==> src/rtl/mem_arbiter_pkg.sv <==
// Shared encodings for the memory arbiter: FSM state and access owner.
package mem_arbiter_pkg;

   typedef enum logic [1:0] {
      ST_IDLE   = 2'd0,
      ST_ACCESS = 2'd1,
      ST_DONE   = 2'd2
   } state_e;

   typedef enum logic {
      OWNER_CPU  = 1'b0,
      OWNER_HOST = 1'b1
   } owner_e;

endpackage

==> src/rtl/mem_arbiter_arb2_rr.sv <==
// Two-requester round-robin pick: a lone requester always wins, a tie goes to
// whichever side was not granted last.
module arb2_rr
   import mem_arbiter_pkg::*;
(
   input  logic req_cpu_i,
   input  logic req_host_i,
   input  logic last_owner_i,
   output logic grant_host_o
);

   assign grant_host_o = req_host_i & (~req_cpu_i | (last_owner_i == OWNER_CPU));

endmodule

==> src/rtl/mem_arbiter.sv <==
// Shares the external memory port between the CPU and the host loader port.
// IDLE latches the winning request, ACCESS waits for mem_ack, DONE pulses done.
//
// Handshake: a requester raises req and holds req and operands stable until it
// sees its done pulse; mem_req stays high in ACCESS until mem_ack, which may be
// combinational from mem_req; mem_rdata is taken on the mem_ack edge.
module mem_arbiter
   import mem_arbiter_pkg::*;
#(
   parameter int ADDR_WIDTH = 8,
   parameter int DATA_WIDTH = 8
) (
   input  logic                  clk,
   input  logic                  rst,
   input  logic                  cpu_req,
   input  logic                  cpu_we,
   input  logic [ADDR_WIDTH-1:0] cpu_addr,
   input  logic [DATA_WIDTH-1:0] cpu_wdata,
   output logic [DATA_WIDTH-1:0] cpu_rdata,
   output logic                  cpu_done,
   output logic                  cpu_stall,
   input  logic                  host_req,
   input  logic                  host_we,
   input  logic [ADDR_WIDTH-1:0] host_addr,
   input  logic [DATA_WIDTH-1:0] host_wdata,
   output logic [DATA_WIDTH-1:0] host_rdata,
   output logic                  host_done,
   output logic                  mem_req,
   output logic                  mem_we,
   output logic [ADDR_WIDTH-1:0] mem_addr,
   output logic [DATA_WIDTH-1:0] mem_wdata,
   input  logic                  mem_ack,
   input  logic [DATA_WIDTH-1:0] mem_rdata,
   output logic                  busy,
   output logic [1:0]            dbg_state_o
);

   state_e                state_q, state_d;
   owner_e                owner_q, owner_d;
   owner_e                last_owner_q, last_owner_d;
   logic                  we_q, we_d;
   logic [ADDR_WIDTH-1:0] addr_q, addr_d;
   logic [DATA_WIDTH-1:0] wdata_q, wdata_d;
   logic [DATA_WIDTH-1:0] cpu_rdata_q, cpu_rdata_d;
   logic [DATA_WIDTH-1:0] host_rdata_q, host_rdata_d;
   logic                  grant_host;

   arb2_rr u_arb (
      .req_cpu_i    (cpu_req),
      .req_host_i   (host_req),
      .last_owner_i (last_owner_q),
      .grant_host_o (grant_host)
   );

   always_ff @(posedge clk) begin
      if (rst) begin
         state_q      <= ST_IDLE;
         owner_q      <= OWNER_CPU;
         last_owner_q <= OWNER_HOST;
         we_q         <= 1'b0;
         addr_q       <= '0;
         wdata_q      <= '0;
         cpu_rdata_q  <= '0;
         host_rdata_q <= '0;
      end else begin
         state_q      <= state_d;
         owner_q      <= owner_d;
         last_owner_q <= last_owner_d;
         we_q         <= we_d;
         addr_q       <= addr_d;
         wdata_q      <= wdata_d;
         cpu_rdata_q  <= cpu_rdata_d;
         host_rdata_q <= host_rdata_d;
      end
   end

   always_comb begin
      state_d      = state_q;
      owner_d      = owner_q;
      last_owner_d = last_owner_q;
      we_d         = we_q;
      addr_d       = addr_q;
      wdata_d      = wdata_q;
      cpu_rdata_d  = cpu_rdata_q;
      host_rdata_d = host_rdata_q;
      unique case (state_q)
         ST_IDLE: begin
            if (cpu_req || host_req) begin
               state_d = ST_ACCESS;
               if (grant_host) begin
                  owner_d      = OWNER_HOST;
                  last_owner_d = OWNER_HOST;
                  we_d         = host_we;
                  addr_d       = host_addr;
                  wdata_d      = host_wdata;
               end else begin
                  owner_d      = OWNER_CPU;
                  last_owner_d = OWNER_CPU;
                  we_d         = cpu_we;
                  addr_d       = cpu_addr;
                  wdata_d      = cpu_wdata;
               end
            end
         end
         ST_ACCESS: begin
            if (mem_ack) begin
               state_d = ST_DONE;
               // Writes leave the owner's read register untouched.
               if (!we_q) begin
                  if (owner_q == OWNER_HOST) host_rdata_d = mem_rdata;
                  else                       cpu_rdata_d  = mem_rdata;
               end
            end
         end
         ST_DONE:  state_d = ST_IDLE;
         default:  state_d = ST_IDLE;
      endcase
   end

   assign mem_req     = (state_q == ST_ACCESS);
   assign mem_we      = mem_req & we_q;
   assign mem_addr    = addr_q;
   assign mem_wdata   = wdata_q;
   assign cpu_done    = (state_q == ST_DONE) && (owner_q == OWNER_CPU);
   assign host_done   = (state_q == ST_DONE) && (owner_q == OWNER_HOST);
   assign cpu_stall   = cpu_req & ~cpu_done;
   assign cpu_rdata   = cpu_rdata_q;
   assign host_rdata  = host_rdata_q;
   assign busy        = (state_q != ST_IDLE);
   assign dbg_state_o = state_q;

endmodule
==> config.mk <==
export PLATFORM = sky130hd
export DESIGN_NAME = mem_arbiter
export DESIGN_NICKNAME = d
export VERILOG_FILES = /design/src/rtl/mem_arbiter_pkg.sv /design/src/rtl/mem_arbiter_arb2_rr.sv /design/src/rtl/mem_arbiter.sv
export SDC_FILE = /design/constraint.sdc
export NUM_CORES = 1
export LEC_CHECK = 0
export BUFFER_PORTS_ARGS = -buffer_cell sky130_fd_sc_hd__clkbuf_2
export CORE_ASPECT_RATIO = 1.4
export CORE_MARGIN = 8
export CORE_UTILIZATION = 45
export CTS_CLUSTER_SIZE = 30
export DETAILED_ROUTE_END_ITERATION = 10
export PLACE_DENSITY = 0.83
export RECOVER_POWER = 25
export REMOVE_ABC_BUFFERS = 1
export SKIP_CTS_REPAIR_TIMING = 1
export SLEW_MARGIN = 20
export SYNTH_ARGS = -nofsm -noshare
export SYNTH_HDL_FRONTEND = slang
export SYNTH_HIERARCHICAL = 1
export SYNTH_SLANG_ARGS = --single-unit
==> constraint.sdc <==
create_clock -name clk -period 1.5 [get_ports clk]
set_input_delay 0.3 -clock clk [delete_from_list [all_inputs] [get_ports clk]]
set_output_delay 0.3 -clock clk [all_outputs]
set_load 0.02 [all_outputs]
### Word-level counts from Yosys, hierarchy flattened

Index checks and enable logic that the tools add are counted.

| word-level totals | value |
|---|---|
| output and inout port bits | 40 |
| register bits | 37 |
| logic and storage cells | 37 |

| cells by class | value |
|---|---|
| equal/unequal tests | 4 |
| bitwise gates (word level) | 9 |
| reduce and logical (&&, ||, !) cells | 9 |
| mux-type cells | 7 |

Operators by type and width:

| operator | number |
|---|---|
| two-way mux 8 bit | 2 |
| AND reduction 4 bit | 2 |
| NOT 1 bit | 5 |
| two-way mux 2 bit | 2 |
| one-hot mux 2 bit (2 select lines) | 1 |
| AND reduction 2 bit | 2 |
| AND 1 bit | 3 |
| == test 2 x 1 -> 1 bit, second input constant | 1 |
| == test 2 bit, second input constant | 1 |
| logical AND 1 bit | 2 |
| zero test 2 bit | 1 |
| two-way mux 1 bit | 2 |
| inequality test 2 x 1 -> 1 bit, second input constant | 1 |
| inequality test 2 bit, second input constant | 1 |
| nonzero test 2 bit | 1 |
| logical OR 1 bit | 1 |
| OR 1 bit | 1 |

### Depth between registers and ports, before layout

Gate-level depths: netlist of the first run.

| logic depth | value |
|---|---|
| word-level depth | 4 |
| gate-level depth with buffers | 5 |
| mapped depth without buffers | 4 |

### Modules after synthesis

Netlist of the first run, hierarchy kept.

Modules (own cells, without submodules):

| module | area each (um^2) | times used | cells each | sequential area each (um^2) |
|---|---|---|---|---|
| mem_arbiter | 1665.3 | 1 | 165 | 740.7 |
| arb2_rr | 11.3 | 1 | 1 | 0.0 |

### Worst setup path before layout of the first run

Ideal clock, no wire load.

| timing path | value |
|---|---|
| path type | reg-to-output |
| from | reg state_q[1], in the netlist dbg_state_o[1] |
| to | out cpu_stall |
| path slack | -135 ps |
| arrival time | 1335 ps |
| cell stages (with the launch flop) | 3 |
| cells stage by stage | dfxtp_1 -> nor3b_1 -> nor2b_1 |

| between the ends | value |
|---|---|
| longest elaborated chain between the ends | 4 |

Ends and longest elaborated chain:

| what | line | source |
|---|---|---|
| start, declared | mem_arbiter.sv:38 | `state_e state_q, state_d;` |
| start signal, assigned | mem_arbiter.sv:66 | `state_q <= state_d;` |
| == test 2 bit | mem_arbiter.sv:124 | `assign cpu_done = (state_q == ST_DONE) && (owner_q == OWNER_CPU);` |
| logical AND 1 bit | mem_arbiter.sv:124 |  |
| named net cpu_done | mem_arbiter.sv:20 | `output logic cpu_done,` |
| NOT 1 bit | mem_arbiter.sv:126 | `assign cpu_stall = cpu_req & ~cpu_done;` |
| AND 1 bit | mem_arbiter.sv:126 |  |
| end, declared | mem_arbiter.sv:21 | `output logic cpu_stall,` |

The timed path passes the listed nets, and every way through them passes these cells.

### Worst setup path in the final report of the first run

| timing path | value |
|---|---|
| from | reg state_q[1], in the netlist dbg_state_o[1] |
| to | out mem_we |

| between the ends | value |
|---|---|
| longest elaborated chain between the ends | 2 |

Ends and longest elaborated chain:

| what | line | source |
|---|---|---|
| == test 2 x 1 -> 1 bit | mem_arbiter.sv:120 | `assign mem_req = (state_q == ST_ACCESS);` |
| AND 1 bit | mem_arbiter.sv:121 | `assign mem_we = mem_req & we_q;` |
| end, declared | mem_arbiter.sv:29 | `output logic mem_we,` |

No other way between the ends.

==> results of run 1 <==
[how the worst max path moves through the flow]
stage | depth (start not counted) | slack [ns] | endpoint | start
detailed placement | 4 | -0.18 | mem_addr[7]$_SDFFE_PP0P_ | dbg_state_o[0]$_SDFFE_PP0P_
finish | 5 | 0.02 | mem_we | dbg_state_o[1]$_SDFFE_PP0P_
floorplan | 4 | -0.86 | mem_addr[0]$_SDFFE_PP0P_ | dbg_state_o[0]$_SDFFE_PP0P_
global route | 5 | -0.04 | mem_we | dbg_state_o[1]$_SDFFE_PP0P_
global placement | 4 | -0.12 | mem_wdata[3]$_SDFFE_PP0P_ | dbg_state_o[0]$_SDFFE_PP0P_
CTS | 4 | -0.17 | we_q$_SDFFE_PP0P_ | dbg_state_o[0]$_SDFFE_PP0P_
[logic make-up (layout without fill, tap and decap cells)]
logic type | count (synthesis) | after routing
muxes | 33 | 33
DFF | 37 | 37
buffers and inverters | 16 | 105
AOI/OAI and AO/OA | 39 | 39
and+or+nand+nor | 41 | 41
[stage by stage]
| stage | area, sq um | instances |
|---|---|---|
| 3_3_place_gp | 2160 | 287 |
| 2_1_floorplan | 1610 | 152 |
| 5_1_grt | 2330 | 297 |
| 4_1_cts | 2270 | 295 |
| 3_5_place_dp | 2160 | 287 |
| 6_report | 2330 | 297 |
[report_power, final]
| group | internal (W) | switching (W) |
|---|---|---|
| Combinational | 0.000245 | 0.000305 |
| Sequential | 0.00106 | 0.0000486 |
| Clock | 0.000542 | 0.000330 |
[layout make-up]
type | instances | share of cell area
clock buffers | 7 | 0.0371
clock inverters | 1 | 0.0129
inverters | 2 | 0.00430
multi-input cells | 113 | 0.377
flip-flops and latches | 37 | 0.320
well taps | 42 | 0.0226
repair buffers | 95 | 0.226
[cell usage after synthesis]
library cell | n | area [sq um]
nand3b_1 | 1 | 7.51
and3b_1 | 1 | 8.76
inv_2 | 1 | 3.75
buf_6 | 1 | 11.3
and4b_1 | 1 | 10.0
and2_1 | 1 | 6.26
or4b_4 | 1 | 13.8
nand4b_1 | 1 | 8.76
clkbuf_1 | 6 | 22.5
buf_2 | 7 | 35.0
inv_1 | 1 | 3.75
nand3_1 | 1 | 5.00
nand2b_4 | 1 | 13.8
or2_1 | 1 | 6.26
a21boi_2 | 1 | 11.3
nor2b_1 | 1 | 6.26
nor2_1 | 4 | 15.0
dfxtp_1 | 37 | 741
nand2b_1 | 24 | 150
nor3b_1 | 2 | 15.0
nor4b_2 | 1 | 15.0
a2bb2oi_1 | 1 | 8.76
a211oi_1 | 17 | 128
a21oi_1 | 18 | 90.1
o21ai_0 | 2 | 10.0
mux2i_1 | 33 | 330
[sequential cells by signal, indices dropped and copies added, names as in the netlist]
register,count
cpu_rdata,8
mem_addr,8
we_q,1
dbg_state_o,2
mem_wdata,8
owner_q,1
last_owner_q,1
host_rdata,8
[tightest hold or removal path: stages]
cell	delay, ns
clkbuf_2	0.08
nand2b_1	0.07
mux2i_1	0.07
[layout by cell type, fill, tap and decap left out, types with 2 or more instances in the layout]
master,synthesis,layout
dfxtp_2,0,3
buf_6,1,3
nor2_1,4,3
nand2b_1,24,24
mux2i_1,33,33
clkbuf_8,0,6
clkbuf_2,0,84
o21ai_0,2,2
buf_4,0,7
a21oi_1,18,18
a211oi_1,17,17
dfxtp_1,37,34
[layer usage]
layer  global-route usage  up-vias  routed length [um]
li1                     -      766                   -
met1                0.157      673                1710
met2                0.238       78                1940
met3               0.0697        5                 502
met4               0.0458        0                  50
met5                    0        -                   0
==> out/metrics.csv, run 1 <==
stage,metric,value,unit
synthesis,total of warnings raised by yosys,6,
final_layout,Synth-to-Final Area Change,38.7,%
synthesis,mapped cell area,1680,sq um
synthesis,largest family of logic cells by synthesized area,multiplexers,
final_layout,Sequential cell area,744,sq um
clocking,"buffers from clock root to sink, at most",2,
timing,clk_skew,0.00495,ns
critical_path,FF-to-FF path depth,4,
timing,Final TNS setup,0,ns
synthesis,#FFs+latches synth,37,
detailed_routing,wire per inst,14.2,um
floorplan,Die X-Extent,67.6,um
run_status,status,"finished, final reports clean",
detailed_routing,DR iter-0 viols,56,
global_route,largest net degree at the start of global routing,35,
clocking,CTS Sinks,37,
synthesis,multiplexer area fraction after synthesis,0.197,
synthesis,Cells after Synth,166,
power,"IR drop worst, VDD",0.785,mV
critical_path,critical path type,reg -> out,
critical_path,Critical Path Fanout Max,4,
critical_path,critical path arrival,1.18,ns
global_route,wire length of the first global-routing pass,6870,um
place,gpl congestion,0.720,
timing,fin. max-slew vios,0,
detailed_routing,DR vias/cell,5.12,
clocking,CTS root buf,clkbuf_8,
synthesis,Synth Area in Compound Gates,0.148,
power,Final Power,0.00253,W
detailed_routing,vias after detailed routing,1522,
critical_path,crit path max-delay cell type,dfxtp_2,
timing,unrepaired setup endpoints after global routing,true,
power,P_leak,1.11,nW
critical_path,reg2reg setup slack,0.06,ns
detailed_routing,drt total wl,4210,um
timing,WHS,0.285,ns
final_layout,Final Util,0.644,
global_route,GRT Total Usage,0.144,
timing,slew of the pin with the lowest slew margin,0.660,ns
clocking,H-tree depth,2,
timing,final setup fails,0,
timing,post-layout minimum cycle time,1.48,ns
detailed_routing,iteration count of the initial detailed-routing pass,4,
floorplan,IO Count,87,
place,IO Port Bufs,86,
synthesis,Synth Area in Simple Gates,0.168,
hold_path,Hold Crit Depth,3,
floorplan,starting density of the core,0.464,
critical_path,crit-path most repeated cell,buf_6,
synthesis,syn_area_per_cell,10.1,sq um
final_layout,n_diodes,0,
critical_path,Worst Path Required,1.20,ns
critical_path,CP Launch Type,flip-flop,
timing,Worst slew margin,0.560,
floorplan,Die Footprint,5960,sq um
clocking,CTS tree,done,
final_layout,footprint of the multi-input gates,876,sq um
detailed_routing,number of remaining DRC errors,0,
critical_path,endpoint type of the worst setup path,primary output,
critical_path,cell family with most CP delay,flip-flops,
final_layout,nets,301,
clocking,clk_lat worst skew,0.28,ns
global_route,initial antenna violation count,0,
synthesis,Post-Synth XOR/XNOR Area,0,
final_layout,fill cell count,301,
floorplan,core area,3610,sq um
global_route,GRT Residual Overflow,0,
power,power density over cell area,1090,nW/um^2
clocking,"Reg clk slew, reported paths",0.07,ns
synthesis,synthesized-area fraction occupied by adder cells,0,
synthesis,Synth cell types,26,
critical_path,largest stage delay on the critical path,0.33,ns
critical_path,FF-to-FF End,cpu_rdata[4]$_SDFFE_PP0P_,
place,detailed placement HPWL,3390,um
hold_path,Worst Hold Class,in -> reg,
hold_path,worst hold start,mem_rdata[6],
timing,fmax,0.675,GHz
timing,crit share post-route,0.987,
floorplan,Die Y,88.2,um
critical_path,CP Buf/Inv Count,3,
critical_path,crit-path cells,buf_6 -> nand2b_4 -> inv_4 -> and2_4 -> buf_6,
synthesis,sequential-to-total area share from yosys stat,0.442,
detailed_routing,antenna-violating nets left,0,
timing,worst setup margin,0.0193,ns
floorplan,Cell Rows,26,
clocking,Inserted Clock Buffers,5,
global_route,number of global-route vias before repair,1614,
final_layout,layout cell share with drive strength beyond 1,0.443,
flow_run,Max Cap Viol,0,
timing,"Hold Vio Cnt, Final",0,
critical_path,Reg-to-Reg Start,dbg_state_o[1]$_SDFFE_PP0P_,
place,pre-CTS setup slack,-0.179,ns
hold_path,worst hold path endpoint,host_rdata[6]$_SDFFE_PP0P_,
No activity file was read; power rests on OpenSTA's default activity.
==> run 2, diff against run 1 <==
--- a/config.mk
+++ b/config.mk
@@ -9,6 +9,7 @@
 export CORE_ASPECT_RATIO = 1.4
 export CORE_MARGIN = 8
 export CORE_UTILIZATION = 45
+export CTS_BUF_LIST = sky130_fd_sc_hd__clkbuf_16
 export CTS_CLUSTER_SIZE = 30
 export DETAILED_ROUTE_END_ITERATION = 10
 export PLACE_DENSITY = 0.83
==> out/metrics.csv, run 2 (same netlist as run 1, synthesis figures left out) <==
stage,metric,value,unit,change
detailed_routing,vias after detailed routing,1513,,-0.59%
timing,fmax,0.680,GHz,+0.66%
hold_path,Hold Crit Depth,3,,unchanged
final_layout,"most common cell after layout, fill and taps aside",clkbuf_2,,
critical_path,CP Launch Type,flip-flop,,
detailed_routing,DR vias/cell,5.11,,-0.26%
run_status,status,"finished, final reports clean",,
clocking,"Reg clk slew, reported paths",0.05,ns,-0.02 ns
floorplan,Die Footprint,5960,sq um,unchanged
final_layout,Final Util,0.654,,+0.0100
timing,fin. max-slew vios,0,,unchanged
power,power density over cell area,1180,nW/um^2,+8.6%
critical_path,critical path arrival,1.17,ns,about the same
clocking,Inserted Clock Buffers,5,,unchanged
global_route,GRT Residual Overflow,0,,unchanged
timing,crit share post-route,0.981,,-0.00648
clocking,CTS Sinks,37,,unchanged
timing,"Hold Vio Cnt, Final",0,,unchanged
detailed_routing,iteration count of the initial detailed-routing pass,4,,unchanged
place,IO Port Bufs,86,,unchanged
critical_path,Critical Path Fanout Max,4,,unchanged
floorplan,core area,3610,sq um,unchanged
clocking,H-tree depth,2,,unchanged
floorplan,IO Count,87,,unchanged
place,gpl congestion,0.720,,unchanged
critical_path,Critical Path Start,dbg_state_o[1]$_SDFFE_PP0P_,,
global_route,wire length of the first global-routing pass,6890,um,+0.31%
critical_path,critical path type,reg -> out,,
hold_path,worst hold start,mem_rdata[6],,
clocking,"buffers from clock root to sink, at most",2,,unchanged
critical_path,reg2reg setup slack,0.06,ns,about the same
clocking,clk_lat worst skew,0.27,ns,about the same
hold_path,Worst Hold Class,in -> reg,,
hold_path,worst hold path endpoint,host_rdata[6]$_SDFFE_PP0P_,,
power,P_leak,1.13,nW,+1.6%
timing,Final TNS setup,0,ns,unchanged
final_layout,"commonest cells after routing, fill and taps aside","84 x clkbuf_2, 36 x dfxtp_1, 33 x mux2i_1",,
critical_path,largest stage delay on the critical path,0.32,ns,about the same
global_route,initial antenna violation count,0,,unchanged
critical_path,endpoint type of the worst setup path,primary output,,
global_route,largest net degree at the start of global routing,35,,unchanged
flow_run,Max Cap Viol,0,,unchanged
final_layout,n_diodes,0,,unchanged
place,detailed placement HPWL,3390,um,unchanged
critical_path,crit-path most repeated cell,buf_6,,
floorplan,Die X-Extent,67.6,um,unchanged
detailed_routing,drt total wl,4220,um,+0.33%
clocking,CTS tree,done,,
floorplan,Cell Rows,26,,unchanged
power,"IR drop worst, VDD",0.811,mV,+3.3%
detailed_routing,wire per inst,14.3,um,+0.67%
final_layout,nets,300,,-0.33%
detailed_routing,number of remaining DRC errors,0,,unchanged
critical_path,Reg-to-Reg Start,dbg_state_o[1]$_SDFFE_PP0P_,,
critical_path,crit-path cells,buf_6 -> nand2b_4 -> inv_4 -> and2_4 -> buf_6,,
global_route,GRT Total Usage,0.146,,+0.00128
timing,slew of the pin with the lowest slew margin,0.658,ns,-0.00181 ns
final_layout,Synth-to-Final Area Change,40.9,%,
global_route,number of global-route vias before repair,1612,,-0.12%
clocking,CTS root buf,clkbuf_16,,
detailed_routing,antenna-violating nets left,0,,unchanged
timing,Worst slew margin,0.561,,+0.00121
critical_path,cell family with most CP delay,flip-flops,,
critical_path,FF-to-FF End,cpu_rdata[0]$_SDFFE_PP0P_,,
critical_path,Worst Path Required,1.20,ns,about the same
critical_path,CP Buf/Inv Count,3,,unchanged
detailed_routing,DR iter-0 viols,53,,-5.4%
floorplan,starting density of the core,0.464,,unchanged
timing,clk_skew,0.00400,ns,-0.000949 ns
critical_path,crit path max-delay cell type,dfxtp_2,,
floorplan,Die Y,88.2,um,unchanged
final_layout,layout cell share with drive strength beyond 1,0.429,,-0.0140
timing,post-layout minimum cycle time,1.47,ns,-0.00971 ns
critical_path,FF-to-FF path depth,4,,unchanged
timing,final setup fails,0,,unchanged
run 2: worst reg2reg max path: cells and delay by family, from the launching register on:
kind / cells / cell delay [ns]
and+or+nand+nor: 2 / 0.75
DFF: 1 / 0.32
muxes: 1 / 0.15
buffers and inverters: 1 / 0.12
run 2: cell type report:
class	instances	area [sq um]
multi-input combinational	113	876
inverter	2	10.0
clock inverter	3	37.5
tap	42	52.6
clock buffer	5	125
sequential	37	742
timing repair buffer	94	519
fill	295	1250
run 2: power breakdown:
group / leakage (nW) / total, W / internal, W / switching (W)
logic: 0.745 / 0.000548 / 0.000244 / 0.000305
registers: 0.304 / 0.00111 / 0.00106 / 0.0000487
clock network: 0.0826 / 0.00113 / 0.000771 / 0.000362
total: 1.13 / 0.00279 / 0.00207 / 0.000716
run 2: metal layers:
metal  vias up  routed length [um]  GRT usage
met5         -                   0          0
met4         0                  77     0.0687
met3         7                 465     0.0621
met2        72                1940      0.236
met1       667                1730      0.158
li1        767                   -          -
run 2: worst max path at each step:
stage	to	slack, ns	cells past startpoint
after CTS	we_q$_SDFFE_PP0P_	-0.17	4
final	mem_we	0.03	5
after detailed placement	mem_addr[7]$_SDFFE_PP0P_	-0.18	4
after floorplan	mem_addr[0]$_SDFFE_PP0P_	-0.86	4
after global routing	mem_we	-0.01	5
after global placement	mem_wdata[3]$_SDFFE_PP0P_	-0.12	4
run 2: metrics by stage:
| stage | instances | area [sq um] | hold WS, ns | power, W | setup WS, ns |
|---|---|---|---|---|---|
| 2_1_floorplan | 152 | 1610 | 0.369 | 0.00143 | -0.865 |
| 3_3_place_gp | 287 | 2160 | 0.461 | 0.00165 | -0.121 |
| 3_5_place_dp | 287 | 2160 | 0.464 | 0.00166 | -0.179 |
| 4_1_cts | 295 | 2320 | 0.288 | 0.00281 | -0.171 |
| 5_1_grt | 296 | 2360 | 0.304 | 0.00291 | -0.0134 |
| 6_report | 296 | 2360 | 0.294 | 0.00279 | 0.0290 |
